[config.mk]
export PLATFORM = sky130hd
export DESIGN_NAME = mips_run_controller
export DESIGN_NICKNAME = d
export VERILOG_FILES = /design/src/rtl/mips_run_controller.sv
export SDC_FILE = /design/constraint.sdc
export NUM_CORES = 1
export LEC_CHECK = 0
export CORE_MARGIN = 8
export CORE_UTILIZATION = 33
export DETAILED_ROUTE_END_ITERATION = 8
export PLACE_DENSITY = 0.6
export SLEW_MARGIN = 20
export SYNTH_ARGS = -nofsm -noshare
export SYNTH_HDL_FRONTEND = slang
export SYNTH_SLANG_ARGS = --single-unit
[constraint.sdc]
create_clock -name Clk -period 15.2 [get_ports Clk]
set_input_delay 4.56 -clock Clk [delete_from_list [all_inputs] [get_ports Clk]]
set_output_delay 4.56 -clock Clk [all_outputs]
set_load 0.02 [all_outputs]
[src/rtl/mips_run_controller.sv]
// Run sequencer for the MIPS pipelined core: holds the core in reset, models pipeline
// occupancy to count retirements, and flags Done. Optional watchdog: RUN_CTRL_TIMEOUT_EN.
module mips_run_controller #(
  parameter int PIPE_DEPTH     = 5,
  parameter int CNT_W          = 16,
  parameter int HOLD_CYCLES    = 1,
  parameter int TIMEOUT_CYCLES = 64
) (
  input  logic             Clk,
  input  logic             Reset,
  input  logic             Start,
  input  logic [CNT_W-1:0] Target_Instr,
  input  logic             Stall,
  input  logic             Bubble,
  output logic             Core_Reset,
  output logic             Busy,
  output logic             Done,
  output logic             Retire,
  output logic [CNT_W-1:0] Cycle_Count,
  output logic [CNT_W-1:0] Retired_Count,
  output logic             Timeout
);

  localparam int VW = PIPE_DEPTH - 1;
  localparam int HW = (HOLD_CYCLES > 1) ? $clog2(HOLD_CYCLES) : 1;
  localparam logic [HW-1:0] HOLD_LAST = HW'(HOLD_CYCLES - 1);

  if (PIPE_DEPTH < 2 || HOLD_CYCLES < 1 || TIMEOUT_CYCLES < 1) begin : g_bad_cfg
    $error("mips_run_controller: illegal parameter setting");
  end

  typedef enum logic [1:0] {IDLE, HOLD, RUN, DONE} state_t;

  state_t           state, state_nxt;
  logic [VW-1:0]    v;
  logic [VW:0]      v_shift;
  logic [CNT_W-1:0] target_q, issued, cycle_q, retired_q;
  logic [HW-1:0]    hold_cnt;
  logic             busy_q, done_q, core_run_q;
  logic             inject, retire, last_retire, hold_entry, run_entry, wd_expire;

  function automatic logic [CNT_W-1:0] sat_inc(input logic [CNT_W-1:0] x);
    return (&x) ? x : x + 1'b1;
  endfunction

  assign inject      = (state == RUN) && !Stall && !Bubble && (issued < target_q);
  assign retire      = (state == RUN) && !Stall && v[VW-1];
  assign last_retire = retire && ((retired_q + 1'b1) == target_q);
  assign hold_entry  = (state_nxt == HOLD) && (state != HOLD);
  assign run_entry   = (state_nxt == RUN) && (state != RUN);
  // Concatenate then drop the WB bit so a one-stage vector still elaborates.
  assign v_shift     = {v, inject};

`ifdef RUN_CTRL_TIMEOUT_EN
  localparam int WW = $clog2(TIMEOUT_CYCLES + 1);
  logic [WW-1:0] wd;
  logic          timeout_q;

  assign wd_expire = (state == RUN) && !retire && (wd == WW'(TIMEOUT_CYCLES - 1));

  always_ff @(posedge Clk) begin
    if (Reset) begin
      wd        <= '0;
      timeout_q <= 1'b0;
    end else begin
      if (hold_entry)     timeout_q <= 1'b0;
      else if (wd_expire) timeout_q <= 1'b1;
      if (run_entry || retire) wd <= '0;
      else if (state == RUN)   wd <= wd + 1'b1;
    end
  end

  assign Timeout = timeout_q;
`else
  assign wd_expire = 1'b0;
  assign Timeout   = 1'b0;
`endif

  always_comb begin
    state_nxt = state;
    case (state)
      IDLE: if (Start) state_nxt = HOLD;
      HOLD: if (hold_cnt == HOLD_LAST) state_nxt = (target_q == '0) ? DONE : RUN;
      RUN:  if (last_retire || wd_expire) state_nxt = DONE;
      DONE: if (Start) state_nxt = HOLD;
      default: state_nxt = IDLE;
    endcase
  end

  always_ff @(posedge Clk) begin
    if (Reset) begin
      state      <= IDLE;
      busy_q     <= 1'b0;
      done_q     <= 1'b0;
      core_run_q <= 1'b0;
    end else begin
      state      <= state_nxt;
      busy_q     <= (state_nxt == HOLD) || (state_nxt == RUN);
      done_q     <= (state_nxt == DONE);
      core_run_q <= (state_nxt == RUN) || (state_nxt == DONE);
    end
  end

  // Target is only consulted after HOLD entry, so it needs no reset.
  always_ff @(posedge Clk) begin
    if (hold_entry) target_q <= Target_Instr;
  end

  always_ff @(posedge Clk) begin
    if (Reset || hold_entry) begin
      v         <= '0;
      issued    <= '0;
      cycle_q   <= '0;
      retired_q <= '0;
      hold_cnt  <= '0;
    end else begin
      if (state == HOLD) hold_cnt <= hold_cnt + 1'b1;
      if (state == RUN) begin
        cycle_q <= sat_inc(cycle_q);
        if (!Stall) begin
          v <= v_shift[VW-1:0];
          if (inject)   issued    <= issued + 1'b1;
          if (v[VW-1])  retired_q <= retired_q + 1'b1;
        end
      end
    end
  end

  assign Core_Reset    = core_run_q;
  assign Busy          = busy_q;
  assign Done          = done_q;
  assign Retire        = retire;
  assign Cycle_Count   = cycle_q;
  assign Retired_Count = retired_q;

endmodule

# Word-level counts from Yosys, hierarchy flattened
# Index checks and enable logic that the tools add are counted.
# Widths: inputs -> output; s select.
# totals
ff_bits	74
inputBits	21
wordCells	49
# op_classes
n_addsub	4
n_lt_le_gt_ge	1
eq_ne	8
muxes	5
bitwise	2
reduce_logical	19
# ops
cell	n
$add 16x1->16 const B	3
$eq 16x16->1	1
$logic_not 16->1	1
$lt 16x16->1	1
$reduce_and 16->1	1
$eq 2x2->1 const B	4
$logic_and 1x1->1	6
$mux 2	3
$pmux 2 s3	1
$reduce_and 3->1	2
$eq 2x1->1 const B	2
$reduce_and 2->1	2
$logic_or 1x1->1	3
$logic_not 1->1	2
$logic_not 2->1	1
$ne 2x1->1 const B	1
$not 1->1	2
$reduce_or 2->1	1
$add 1x1->1 const B	1
$mux 1	1

# Logic depth before layout (Yosys ltp)
# Gate-level depths: netlist of run 1.
# depth
word_depth	9
depth_mapped	16

# Worst setup path before layout of run 1
# OpenSTA, ideal clock, no wires.
# synth_timing
path_kind	input to output
startpoint	in Stall
endpoint	out Retire
arrival_time_ns	5.142
required_ns	10.640
slack_ns	5.498
path_stages	3
n_path_buf	1
path_cell_list	nand3b_1 > clkbuf_1 > inv_1
# synth_between
elab_chain_len	3
# synth_rtl
element	line	text
start, declared	13	input logic Stall,
$logic_not 1->1	-	
$logic_and 1x1->1 (2 in a row)	47	assign retire = (state == RUN) && !Stall && v[VW-1];
end, declared	18	output logic Retire,
# Every way passes these cells.

# Final worst setup path of run 1
# Ends and elaborated chain as after synthesis.

==> reports/results.ini, run 1 <==
[status]
outcome=complete, no violations

[logic_synthesis]
synth_common_cells=dfxtp_1 (58), nor2_1 (50), nand2_1 (36)
yosysSeqAreaShare_pct=40.1
synth_ff_type=dfxtp_1
synth-edff-count=16
ys_types=44
yosys-top-cells-area=dfxtp_1 (28%), edfxtp_1 (12%), ha_1 (7.3%), xnor2_1 (6.2%), nor2_1 (4.6%)
synth_nets=520
synth_cells=475
syn_area_um2=4100
yosys_warnings=0
yosys.area.top_type=dfxtp_1
avgSynthCellArea_um2=8.62
ys_async_sr_fraction_pct=0
yosysTopAreaCellShare_pct=28.4
yosysMostFrequentCell=dfxtp_1
ys_ff_latch=74

[die]
rows=40
core_region_area_um2=12100
die-width_um=127
start_util_pct=34.0
die_height_um=127
ios=58
die_area_um2=16200

[clock_tree]
root_buffer=clkbuf_16
cts_tree=built
cts_resized=0
cts_buffers=9
clock_latency_ns=0.34
clkTransAtPathRegs_ns=0.06
cts_htree_levels=3
cts_sinks=74
clockBufferDepth=2
cts_setup_buffers=0
holdBufCountCts=0

[power_and_ir_drop]
p_sw_share_pct=34.6
ir_drop_uv=98.6
powerDensity_nw_per_um2=140
pwr-share-comb_pct=28.2
internal-power_mw=0.466
p_sw_mw=0.247
p_seq_share_pct=39.1
clock_power_share_pct=32.7
leakage_nw=1.82

[timing]
setup_viol=0
finalMaxSlewViolations=0
timing.fmax_ghz=0.0908
hold_violations=0
worst_slew_pin_slew_ns=0.982
setup_slack_ns=4.19
tns_ns=0
maxSlewHeadroom_pct=33.9
rsz0062_at_grt=no
period_needed_ns=11.01
fin_crit_sh_pct=72.4
fin_worst_skew_ns=0.0122

[route]
wl_per_cell_um=14.5
vias=3543
first_pass_iters=4
drc_errors=0
drtIter0Drc=262
ant_nets=0
drt_wl_total_um=10000
vias_per_cell=5.12

[global_route]
grt_use_met1_pct=16.7
grt_max_degree=50
grt_use_met2_pct=20.6
grt_overflow=0
grt_util_all_layers_pct=13.0
grt_pass1_vias=3394
grt_pass1_wl_um=17200
antenna_found_initial=0
grt.busiest_layer=met2
met3_usage_pct=3.20

[hold_path]
hold_path_class=flop to flop
hold_depth=2

[worst_setup_path]
worstPathArrival_ns=6.45
slowest_stage=clkdlybuf4s50_1
max_stage_delay_ns=0.67
cp_data_required_time_ns=10.64
cp-end-kind=output pin
crit_fanout=11
crit_top_cell=clkdlybuf4s50_1
rr_worst_depth=15
critPathLaunchType=input port
crit_chain=clkdlybuf4s50_1 > nand3b_1 > inv_1 > clkdlybuf4s50_1
critPathKind=input port to output pin

[place]
place_congestion=0.822
hpwl_um=7550
portBuffers=56
pre_cts_ws_ns=4.20

[cells_and_area]
fill_cells=1191
nets=564
postLayoutCoreUtil_pct=42.4
drive_gt1_share_pct=4.58
antenna_cells=0
area_delta_synth_final_pct=24.9

[run]
max_cap_viol_count=0

area by class of cell:
class	count	area (um2)	share of cell area, %
well taps	168	210	4.11
multi-input cells	350	2250	44.0
repair buffers	58	576	11.3
inverters	26	97.6	1.91
flip-flops and latches	74	1640	32.1
clock buffers	11	275	5.38
clock inverters	5	62.6	1.22
per-stage QoR:
step / power (mW) / instances / hold WS [ns] / instance area, um2
6_report: 0.714 / 692 / 0.468 / 5110
5_1_grt: 0.761 / 692 / 0.508 / 5110
4_1_cts: 0.722 / 692 / 0.467 / 5110
3_5_place_dp: 0.485 / 676 / 0.458 / 4780
3_3_place_gp: 0.481 / 676 / 0.455 / 4780
2_1_floorplan: 0.416 / 475 / 0.436 / 4100
flip-flops by register name (all words and copies together), names as in the netlist:
signal,flops
Busy,1
issued,16
target_q,16
Core_Reset,1
Done,1
v,4
Cycle_Count,16
state,2
Retired_Count,16
hold_cnt,1
path summary, 6_finish.rpt:
| path | slack [ns] | to | startpoint |
|---|---|---|---|
| setup / recovery | 4.19 | Retire | Stall |
| setup reg to reg | 10.74 | issued[2]$_SDFFE_PP0P_ | state[0]$_SDFF_PP0_ |
| hold reg to reg | 0.47 | v[0]$_SDFFE_PP0P_ | v[0]$_SDFFE_PP0P_ |
| hold / removal | 0.47 | v[0]$_SDFFE_PP0P_ | v[0]$_SDFFE_PP0P_ |
kinds of logic (layout without fill, tap and decap cells):
| group | Yosys count | in the layout | share of synthesized area [%] |
|---|---|---|---|
| other | 1 | 1 | 0.0916 |
| AO/OA/AOI/OAI | 66 | 66 | 10.0 |
| flip-flops | 74 | 74 | 40.1 |
| AND/OR/NAND/NOR | 201 | 201 | 24.8 |
| multiplexers | 8 | 8 | 1.96 |
| adder cells (fa/ha/maj) | 24 | 24 | 7.33 |
| buffers and inverters | 51 | 100 | 4.98 |
| XOR/XNOR | 50 | 50 | 10.7 |
power by group through the flow:
stage	clock (mW)	combinational, mW	sequential (mW)
final	0.233	0.202	0.279
after floorplan	0	0.145	0.271
after detailed placement	0	0.204	0.281
after global placement	0	0.198	0.282
after CTS	0.239	0.205	0.279
after global routing	0.247	0.230	0.283
worst max-delay path: cells and delay by family:
kind          cells  cell delay, ns
buf+inv           3            1.44
simple gates      1            0.44
cell usage in the layout, fill, tap and decap left out, drive strengths merged, types with 2 or more instances in the layout:
cell type,count
edfxtp,16
a31oi,2
a21o,4
nor2b,4
o31ai,10
clkbuf,11
xor2,21
clkdlybuf4s50,56
a21oi,25
or4,9
nand2b,6
mux2i,8
nor3,18
and4,4
a31o,2
or3,12
nand2,36
nor4,11
a221oi,2
nand3,24
dfxtp,58
inv,29
nand4,18
ha,24
o21ai,13
buf,2
nor2,50
o211ai,2
xnor2,29
and3,5
metal layers:
layer	vias to the layer above	routed length [um]	share of wire, %
met5	-	0	0
li1	1773	-	-
met1	1684	4920	49
met4	0	174	1.7
met2	72	4500	45
met3	14	440	4.4
Power figures use the tool's default switching activity.
==> run 2: changes to the inputs <==
--- a/config.mk
+++ b/config.mk
@@ -8,7 +8,7 @@
 export CORE_MARGIN = 8
 export CORE_UTILIZATION = 33
 export DETAILED_ROUTE_END_ITERATION = 8
-export PLACE_DENSITY = 0.6
+export PLACE_DENSITY = 0.62
 export SLEW_MARGIN = 20
 export SYNTH_ARGS = -nofsm -noshare
 export SYNTH_HDL_FRONTEND = slang
==> constraint.sdc (replaced) <==
create_clock -name Clk -period 10.1 [get_ports Clk]
set_input_delay 3.03 -clock Clk [delete_from_list [all_inputs] [get_ports Clk]]
set_output_delay 3.03 -clock Clk [all_outputs]
set_load 0.02 [all_outputs]
==> run 2 against run 1 <==
Sequential share of layout area up 0.28 points. Cell count unchanged. Power rose by 46%. Clock power increased by 36%. Worst setup slack worse by 2.0 ns. Via count decreased by 0.71%. Die area unchanged. Sequential cell count is the same. Critical endpoint unchanged. Largest cell class unchanged. Largest power group unchanged.
==> reports/results.ini, run 2 (synthesis gave the netlist of run 1 again) <==
[route]
first_pass_iters=5  ; +1
drt_wl_total_um=10200  ; +1.2%
vias=3518  ; -0.71%
drtIter0Drc=223  ; -15%
drc_errors=0  ; unchanged
wl_per_cell_um=14.7  ; +1.2%
ant_nets=0  ; unchanged
vias_per_cell=5.08  ; -0.71%

[cells_and_area]
postLayoutCoreUtil_pct=42.0  ; -0.36 points
final_common_cell=dfxtp_1
design_area_um2=5070  ; -0.86%
layoutNonFillerInstCount=692  ; unchanged
area_delta_synth_final_pct=23.8
nets=564  ; unchanged
antenna_cells=0  ; unchanged
layout_common_cells=dfxtp_1 (58), clkdlybuf4s50_1 (56), nor2_1 (50)
drive_gt1_share_pct=4.58  ; unchanged

[place]
hpwl_um=7590  ; +0.56%
dp_cells=676  ; unchanged
place_congestion=0.799  ; -2.7%
placed_area_um2=4780  ; unchanged
portBuffers=56  ; unchanged
pre_cts_ws_ns=2.19  ; -2.01 ns

[global_route]
grt_pass1_vias=3323  ; -2.1%
grt_util_all_layers_pct=12.6  ; -0.43 points
antenna_found_initial=0  ; unchanged
grt_max_degree=50  ; unchanged
grt_pass1_wl_um=16500  ; -4.4%
grt_overflow=0  ; unchanged

[timing]
setup_viol=0  ; unchanged
maxSlewHeadroom_pct=37.2  ; +3.3 points
whs_ns=0.473  ; +0.00504 ns
tns_ns=0  ; unchanged
worst_slew_pin_slew_ns=0.942  ; -0.0399 ns
timing.fmax_ghz=0.126
period_needed_ns=7.96
finalMaxSlewViolations=0  ; unchanged
fin_worst_skew_ns=0.00680  ; -0.00540 ns
setup_slack_ns=2.14  ; -2.05 ns
hold_violations=0  ; unchanged
fin_crit_sh_pct=78.8
rsz0062_at_grt=no

[hold_path]
hold_path_class=flop to flop

[clock_tree]
cts_setup_buffers=0  ; unchanged
clkTransAtPathRegs_ns=0.06  ; about the same
clock_latency_ns=0.34  ; about the same
cts_tree=built
cts_resized=0  ; unchanged
root_buffer=clkbuf_16
clockBufferDepth=2  ; unchanged
cts_buffers=9  ; unchanged
cts_htree_levels=3  ; unchanged
holdBufCountCts=0  ; unchanged
cts_sinks=74  ; unchanged

[power_and_ir_drop]
ir_drop_uv=171  ; +74%
power_mw=1.04  ; +46%
leakage_nw=1.80  ; -0.99%
powerDensity_nw_per_um2=205  ; +47%

[worst_setup_path]
regToRegSetupSlack_ns=5.71  ; -5.03 ns
cp_data_required_time_ns=7.07  ; -3.57 ns
cp-end-kind=output pin
worstPathArrival_ns=4.93  ; -1.52 ns
r2r_end=issued[2]$_SDFFE_PP0P_
crit_fanout=11  ; unchanged
critPathLaunchType=input port
crit_path_end=Retire
crit_path_start=Stall
r2r_start=state[0]$_SDFF_PP0_
rr_worst_depth=15  ; unchanged
critPathKind=input port to output pin

[die]
core_region_area_um2=12100  ; unchanged
die_height_um=127  ; unchanged
start_util_pct=34.0  ; unchanged
die_area_um2=16200  ; unchanged
die-width_um=127  ; unchanged
ios=58  ; unchanged
rows=40  ; unchanged

[status]
outcome=complete, no violations

[run]
max_cap_viol_count=0  ; unchanged

==> run 2: cell types whose count changed in the layout (fill, tap and decap cells not counted) <==
cell and delta:
clkinv_2 +1, inv_4 +1, clkbuf_16 -1, bufinv_16 -1
==> run 2: routing by layer <==
layer  part of all wire [%]  routed length (um)  global-route usage, %
met4                    1.6                 167                   4.83
met2                     46                4700                   20.3
met3                    5.9                 601                   4.12
met1                     46                4690                   15.3
met5                      0                   0                      0
==> run 2: worst max-delay path, cell delays in order <==
cell and delay [ns]:
clkdlybuf4s50_1 0.45, nand3b_1 0.43, inv_1 0.34, clkdlybuf4s50_1 0.68
==> run 2: how the worst min path moves through the flow <==
stage | start | to | slack (ns) | depth (start not counted)
after floorplan | v[0]$_SDFFE_PP0P_ | v[0]$_SDFFE_PP0P_ | 0.44 | 2
after global placement | v[0]$_SDFFE_PP0P_ | v[0]$_SDFFE_PP0P_ | 0.45 | 2
after detailed placement | v[0]$_SDFFE_PP0P_ | v[0]$_SDFFE_PP0P_ | 0.46 | 2
after CTS | v[0]$_SDFFE_PP0P_ | v[0]$_SDFFE_PP0P_ | 0.47 | 2
after global routing | issued[15]$_SDFFE_PP0P_ | issued[15]$_SDFFE_PP0P_ | 0.51 | 2
final | v[0]$_SDFFE_PP0P_ | v[0]$_SDFFE_PP0P_ | 0.47 | 2
==> run 2: where the power goes <==
part | switching (mW) | internal (mW)
clock | 0.134 | 0.183
combinational | 0.189 | 0.115
sequential | 0.0536 | 0.364
==> run 2: layout make-up <==
cell class                 instances  area (um2)
inverter                          26        97.6
tap                              168         210
multi-input combinational        350        2250
sequential                        74        1640
clock buffer                      10         250
fill                            1218        6990
timing repair buffer              58         576
clock inverter                     6        43.8
